==> config.mk <==
export PLATFORM = sky130hd
export DESIGN_NAME = load_store_unit
export DESIGN_NICKNAME = d
export VERILOG_FILES = /design/src/rtl/load_store_unit.sv
export SDC_FILE = /design/constraint.sdc
export NUM_CORES = 1
export LEC_CHECK = 0
export BUFFER_PORTS_ARGS = -buffer_cell sky130_fd_sc_hd__clkbuf_2
export CAP_MARGIN = 25
export CORE_MARGIN = 1.5
export CORE_UTILIZATION = 50
export CTS_BUF_LIST = sky130_fd_sc_hd__clkbuf_4 sky130_fd_sc_hd__clkbuf_8 sky130_fd_sc_hd__clkbuf_16
export DETAILED_ROUTE_END_ITERATION = 10
export PLACE_DENSITY = 0.9
export SLEW_MARGIN = 20
export SYNTH_ARGS = -nofsm -noshare
export SYNTH_HDL_FRONTEND = slang
export SYNTH_SLANG_ARGS = --single-unit
export TNS_END_PERCENT = 5
==> constraint.sdc <==
create_clock -name clock -period 5.7 [get_ports clock]
set_clock_uncertainty 0.05 [all_clocks]
set_input_delay 1.14 -clock clock [delete_from_list [all_inputs] [get_ports clock]]
set_output_delay 1.14 -clock clock [all_outputs]
set_load 0.01 [all_outputs]
==> src/rtl/load_store_unit.sv <==
// load_store_unit
//   Core-side initiator for the data memory / memory-mapped IO port. It takes one
//   RV32I load or store per handshake and walks it through IDLE -> ISSUE -> WAIT -> RESP.
//   ISSUE drives the memory word address, byte enables, lane-replicated store data and
//   (stores only) a one-cycle write strobe. Loads wait out the memory read latency, then
//   lane-select and sign/zero-extend mem_q. Misaligned accesses and illegal funct3 codes
//   skip memory entirely and answer with rsp_error one cycle after accept.
// Ports
//   clock, reset          rising-edge clock, asynchronous active-low reset
//   req_valid/req_ready   request handshake (ready only while IDLE)
//   req_write, req_funct3, req_address, req_wdata   request fields, captured at accept
//   rsp_valid, rsp_rdata, rsp_error                 one-cycle response, data/error held after
//   mem_address, mem_byteena, mem_data, mem_wren    memory command, changed only on entry to ISSUE
//   mem_q                                           memory / IO read data
module load_store_unit #(
  parameter int MEM_READ_LATENCY = 1,
  parameter int ADDR_WIDTH       = 12
) (
  input  logic                  clock,
  input  logic                  reset,
  input  logic                  req_valid,
  output logic                  req_ready,
  input  logic                  req_write,
  input  logic [2:0]            req_funct3,
  input  logic [31:0]           req_address,
  input  logic [31:0]           req_wdata,
  output logic                  rsp_valid,
  output logic [31:0]           rsp_rdata,
  output logic                  rsp_error,
  output logic [ADDR_WIDTH-1:0] mem_address,
  output logic [3:0]            mem_byteena,
  output logic [31:0]           mem_data,
  output logic                  mem_wren,
  input  logic [31:0]           mem_q
);

  localparam int CNT_W = (MEM_READ_LATENCY < 2) ? 1 : $clog2(MEM_READ_LATENCY + 1);
  localparam logic [CNT_W-1:0] CNT_ONE  = CNT_W'(1);
  localparam logic [CNT_W-1:0] CNT_LAST = CNT_W'(MEM_READ_LATENCY);

  typedef enum logic [1:0] {
    IDLE  = 2'd0,
    ISSUE = 2'd1,
    WAIT  = 2'd2,
    RESP  = 2'd3
  } state_t;

  state_t           state;
  state_t           state_next;
  logic [CNT_W-1:0] wait_cnt;
  logic             cap_write;
  logic [2:0]       cap_funct3;
  logic [1:0]       cap_lane;
  logic             accept;
  logic             accept_error;
  logic             unused_addr_bits;

  // Address bits above the 16 KiB window are deliberately dropped (address wraps).
  assign unused_addr_bits = ^req_address[31:ADDR_WIDTH+2];

  // Illegal funct3 for the direction, or an address not aligned to the access size.
  function automatic logic req_is_error(input logic wr, input logic [2:0] f3, input logic [1:0] lane);
    logic illegal;
    logic misaligned;
    case (f3)
      3'b000, 3'b001, 3'b010: illegal = 1'b0;
      3'b100, 3'b101:         illegal = wr;
      default:                illegal = 1'b1;
    endcase
    case (f3[1:0])
      2'b01:   misaligned = lane[0];
      2'b10:   misaligned = (lane != 2'b00);
      default: misaligned = 1'b0;
    endcase
    return illegal | misaligned;
  endfunction

  // Byte-enable mask for the access size and lane.
  function automatic logic [3:0] byte_mask(input logic [1:0] size, input logic [1:0] lane);
    logic [3:0] m;
    case (size)
      2'b00:   m = 4'b0001 << lane;
      2'b01:   m = lane[1] ? 4'b1100 : 4'b0011;
      2'b10:   m = 4'b1111;
      default: m = 4'b0000;
    endcase
    return m;
  endfunction

  // Store data replicated into every lane so the byte enables alone pick the target.
  function automatic logic [31:0] lane_data(input logic [1:0] size, input logic [31:0] wdata);
    logic [31:0] d;
    case (size)
      2'b00:   d = {4{wdata[7:0]}};
      2'b01:   d = {2{wdata[15:0]}};
      default: d = wdata;
    endcase
    return d;
  endfunction

  // Lane select and sign/zero extension of the returned word.
  function automatic logic [31:0] load_extend(input logic [2:0] f3, input logic [1:0] lane, input logic [31:0] q);
    logic [7:0]  b;
    logic [15:0] h;
    logic [31:0] r;
    case (lane)
      2'b00:   b = q[7:0];
      2'b01:   b = q[15:8];
      2'b10:   b = q[23:16];
      2'b11:   b = q[31:24];
      default: b = q[7:0];
    endcase
    h = lane[1] ? q[31:16] : q[15:0];
    case (f3)
      3'b000:  r = {{24{b[7]}}, b};
      3'b100:  r = {24'd0, b};
      3'b001:  r = {{16{h[15]}}, h};
      3'b101:  r = {16'd0, h};
      3'b010:  r = q;
      default: r = 32'd0;
    endcase
    return r;
  endfunction

  assign accept       = req_valid & req_ready;
  assign accept_error = req_is_error(req_write, req_funct3, req_address[1:0]);

  // State register.
  always_ff @(posedge clock or negedge reset) begin
    if (!reset) begin
      state <= IDLE;
    end else begin
      state <= state_next;
    end
  end

  // Next-state logic.
  always_comb begin
    state_next = state;
    case (state)
      IDLE: begin
        if (accept) begin
          if (accept_error) begin
            state_next = RESP;
          end else begin
            state_next = ISSUE;
          end
        end else begin
          state_next = IDLE;
        end
      end
      ISSUE: begin
        if (cap_write) begin
          state_next = RESP;
        end else begin
          state_next = WAIT;
        end
      end
      WAIT: begin
        if (wait_cnt == CNT_LAST) begin
          state_next = RESP;
        end else begin
          state_next = WAIT;
        end
      end
      RESP:    state_next = IDLE;
      default: state_next = IDLE;
    endcase
  end

  // Request capture, memory command, wait counter and response registers.
  // Memory outputs are loaded at the accept edge so they are valid during ISSUE.
  always_ff @(posedge clock or negedge reset) begin
    if (!reset) begin
      req_ready   <= 1'b1;
      rsp_valid   <= 1'b0;
      rsp_rdata   <= 32'd0;
      rsp_error   <= 1'b0;
      mem_address <= '0;
      mem_byteena <= 4'd0;
      mem_data    <= 32'd0;
      mem_wren    <= 1'b0;
      wait_cnt    <= '0;
      cap_write   <= 1'b0;
      cap_funct3  <= 3'd0;
      cap_lane    <= 2'd0;
    end else begin
      req_ready <= (state_next == IDLE);
      rsp_valid <= (state_next == RESP);
      mem_wren  <= 1'b0;
      case (state)
        IDLE: begin
          if (accept) begin
            cap_write  <= req_write;
            cap_funct3 <= req_funct3;
            cap_lane   <= req_address[1:0];
            if (accept_error) begin
              rsp_error <= 1'b1;
              rsp_rdata <= 32'd0;
            end else begin
              mem_address <= req_address[ADDR_WIDTH+1:2];
              mem_byteena <= byte_mask(req_funct3[1:0], req_address[1:0]);
              mem_data    <= lane_data(req_funct3[1:0], req_wdata);
              mem_wren    <= req_write;
            end
          end
        end
        ISSUE: begin
          if (cap_write) begin
            rsp_error <= 1'b0;
            rsp_rdata <= 32'd0;
          end else begin
            wait_cnt <= CNT_ONE;
          end
        end
        WAIT: begin
          if (wait_cnt == CNT_LAST) begin
            rsp_error <= 1'b0;
            rsp_rdata <= load_extend(cap_funct3, cap_lane, mem_q);
            wait_cnt  <= '0;
          end else begin
            wait_cnt <= wait_cnt + CNT_ONE;
          end
        end
        RESP: begin
          wait_cnt <= '0;
        end
        default: begin
          wait_cnt <= '0;
        end
      endcase
    end
  end

endmodule

==> results.cfg <==
[sta]
worstMarginPinSlew_ns = 0.910
rsz0062_at_grt = false
worst_slack_ns = 2.43
slew_headroom_pct = 39.2
whs_ns = 0.443
final.setup.tns_ns = 0
hold_viol_final = 0
slew_violations = 0
report.final.setup_viol = 0
fin_crit_sh_pct = 57.4
final.min_clock_period_ns = 3.27
fmax_mhz = 306

[clock_tree]
clk_latency_ns = 0.35
ctsResizeCount = 0
clock-sinks = 93
cts_root_buf = clkbuf_8
clockBufferDepth = 2
cts_setup_buffers = 0
clk_pin_slew_ns = 0.10
cts_tree = done
hold_buffers = 0
cts_max_level = 3
cts_made_buffers = 9

[floorplan]
start_util_pct = 51.9
die_w_um = 101
pin_count = 187
core_region_area_um2 = 9330
rows = 35
fp.dieH_um = 101
fp.dieArea_um2 = 10300

[place]
gp_congestion = 0.827
io_buffers = 168
dpl.hpwl_um = 9070
placed_area_um2 = 5730
pre_cts_ws_ns = 2.04

[critical_path]
crit_path_end_kind = flop
path_class = in2reg
crit_arrival_ns = 3.46
cp.required_ns = 5.89
cp_max_fo = 49
critPathLaunchType = input pin

[drt]
wl_met2_um = 5820
drt_iter0_markers = 145
via_per_inst = 5.75
ant_nets = 0
dr_wl_met3_um = 1130
route.detailed.drc = 0
highest_layer = met4
dr.pass1.iters = 4
wl_per_cell_um = 17.8
drt-met1-wl_um = 4950
vias = 3959
wl_um = 12300

[cells_and_area]
nFillCells = 743
drive_above_1_share_pct = 39.5
layout_commonest_cell = clkbuf_2
area_growth_pct = 23.4
mostFrequentLayoutCells = clkbuf_2 (167), dfrtp_1 (92), mux2_1 (50)
multi_input_area_um2 = 2280
nets = 667
design_area_um2 = 5980
seq_area_um2 = 2330
num_antenna_cells = 0

[power_and_ir_drop]
p_per_area_nw_per_um2 = 530
p_leak_nw = 2.98
p_total_mw = 3.17
irDropWorstVdd_uv = 234

[synth]
syn_nets = 513
syn_avg_cell_area_um2 = 12.1
synth_area_um2 = 4840
ys_types = 49
syn_inst = 401
synth_flop_cell = dfrtp_1
ys_seq_elements = 93
ys_warn_count = 0
synthArstFlopShare_pct = 100
ys_seq_area_share_pct = 48.1
synth_edf_count = 0

[worst_hold_path]
hold_path_class = reg2reg

[grt]
overflow = 0
grt_pass1_vias = 3973
grt_first_pass_wirelength_um = 19600
grt_max_degree = 55
track_usage_pct = 24.5
antenna_found_initial = 0

[outcome]
status = finished clean

[flow_run]
drv_cap = 0
-- layout make-up --
class / count / area share [%]
clock buffer: 10 / 2.20
clock inverter: 6 / 1.57
inverter: 24 / 1.51
multi-input combinational: 254 / 38.2
sequential: 93 / 39.0
tap: 129 / 2.70
timing repair buffer: 173 / 14.9
-- synth_stat cells, drive strengths merged (4+ instances only) --
master | instances | area, um^2
a22o | 8 | 70.1
a22oi | 31 | 283
a21oi | 6 | 30.0
a221oi | 10 | 87.6
o2bb2ai | 25 | 219
buf | 20 | 120
nand2 | 22 | 82.6
a2bb2oi | 7 | 61.3
clkbuf | 10 | 37.5
inv | 24 | 90.1
nand2b | 4 | 25.0
ha | 9 | 113
nor2b | 4 | 25.0
mux2i | 23 | 230
o211ai | 8 | 65.1
o21ai | 8 | 43.8
mux2 | 59 | 664
nor2 | 5 | 21.3
dfrtp | 92 | 2300
-- final timing paths --
| kind | slack (ns) | cells after the start | from | to |
|---|---|---|---|---|
| worst max-delay path | 2.43 | 7 | req_funct3[0] | mem_data[0]$_DFFE_PN0P_ |
| worst min-delay path | 0.44 | 1 | mem_data[16]$_DFFE_PN0P_ | mem_data[16]$_DFFE_PN0P_ |
| worst max register to register | 3.07 | 6 | state[0]$_DFF_PN0_ | rsp_rdata[16]$_DFFE_PN0P_ |
| worst min register to register | 0.44 | 1 | mem_data[16]$_DFFE_PN0P_ | mem_data[16]$_DFFE_PN0P_ |
| max in group asynchronous | 3.86 | 2 | reset | mem_data[7]$_DFFE_PN0P_ |
| min in group asynchronous | 0.70 | 1 | reset | rsp_rdata[20]$_DFFE_PN0P_ |
-- sequential cells by signal (all words and copies together), names as in the netlist --
| name | count |
|---|---|
| mem_data | 32 |
| rsp_rdata | 32 |
| mem_address | 12 |
| mem_byteena | 4 |
| cap_funct3 | 3 |
| cap_lane | 2 |
| state | 2 |
| cap_write | 1 |
| mem_wren | 1 |
| req_ready | 1 |
| rsp_error | 1 |
| rsp_valid | 1 |
| wait_cnt | 1 |
-- through the flow --
step,util [%],std cells
2_1_floorplan,-,401
4_1_cts,63.8,688
5_1_grt,64.1,689
3_3_place_gp,61.4,672
3_5_place_dp,61.4,672
6_report,64.1,689
-- logic make-up (layout without fill, tap and decap cells) --
family	after synthesis	after routing	share of synthesized area, %
simple gates	46	46	4.99
mux	84	84	19.4
compound gates	115	115	20.1
buf+inv	54	213	5.12
fa+ha+maj	9	9	2.33
flops	93	93	48.1
-- power by group --
part	switching (mW)	internal (mW)
sequential	0.237	0.975
combinational	0.780	0.674
clock	0.244	0.256
-- worst max-delay path, cell delays in order --
cell      delay (ns)
clkbuf_2        0.11
inv_1           0.09
ha_1            0.73
o31ai_1         0.27
nor3_4          0.16
buf_4           0.54
mux2_1          0.40
-- routing by layer --
layer  up-vias  global-route usage (%)
met1      1923                    30.3
met5         -                       0
li1       1801                       -
met3        34                    7.38
met4         0                    10.8
met2       201                    40.0
Power figures use the tool's default switching activity.
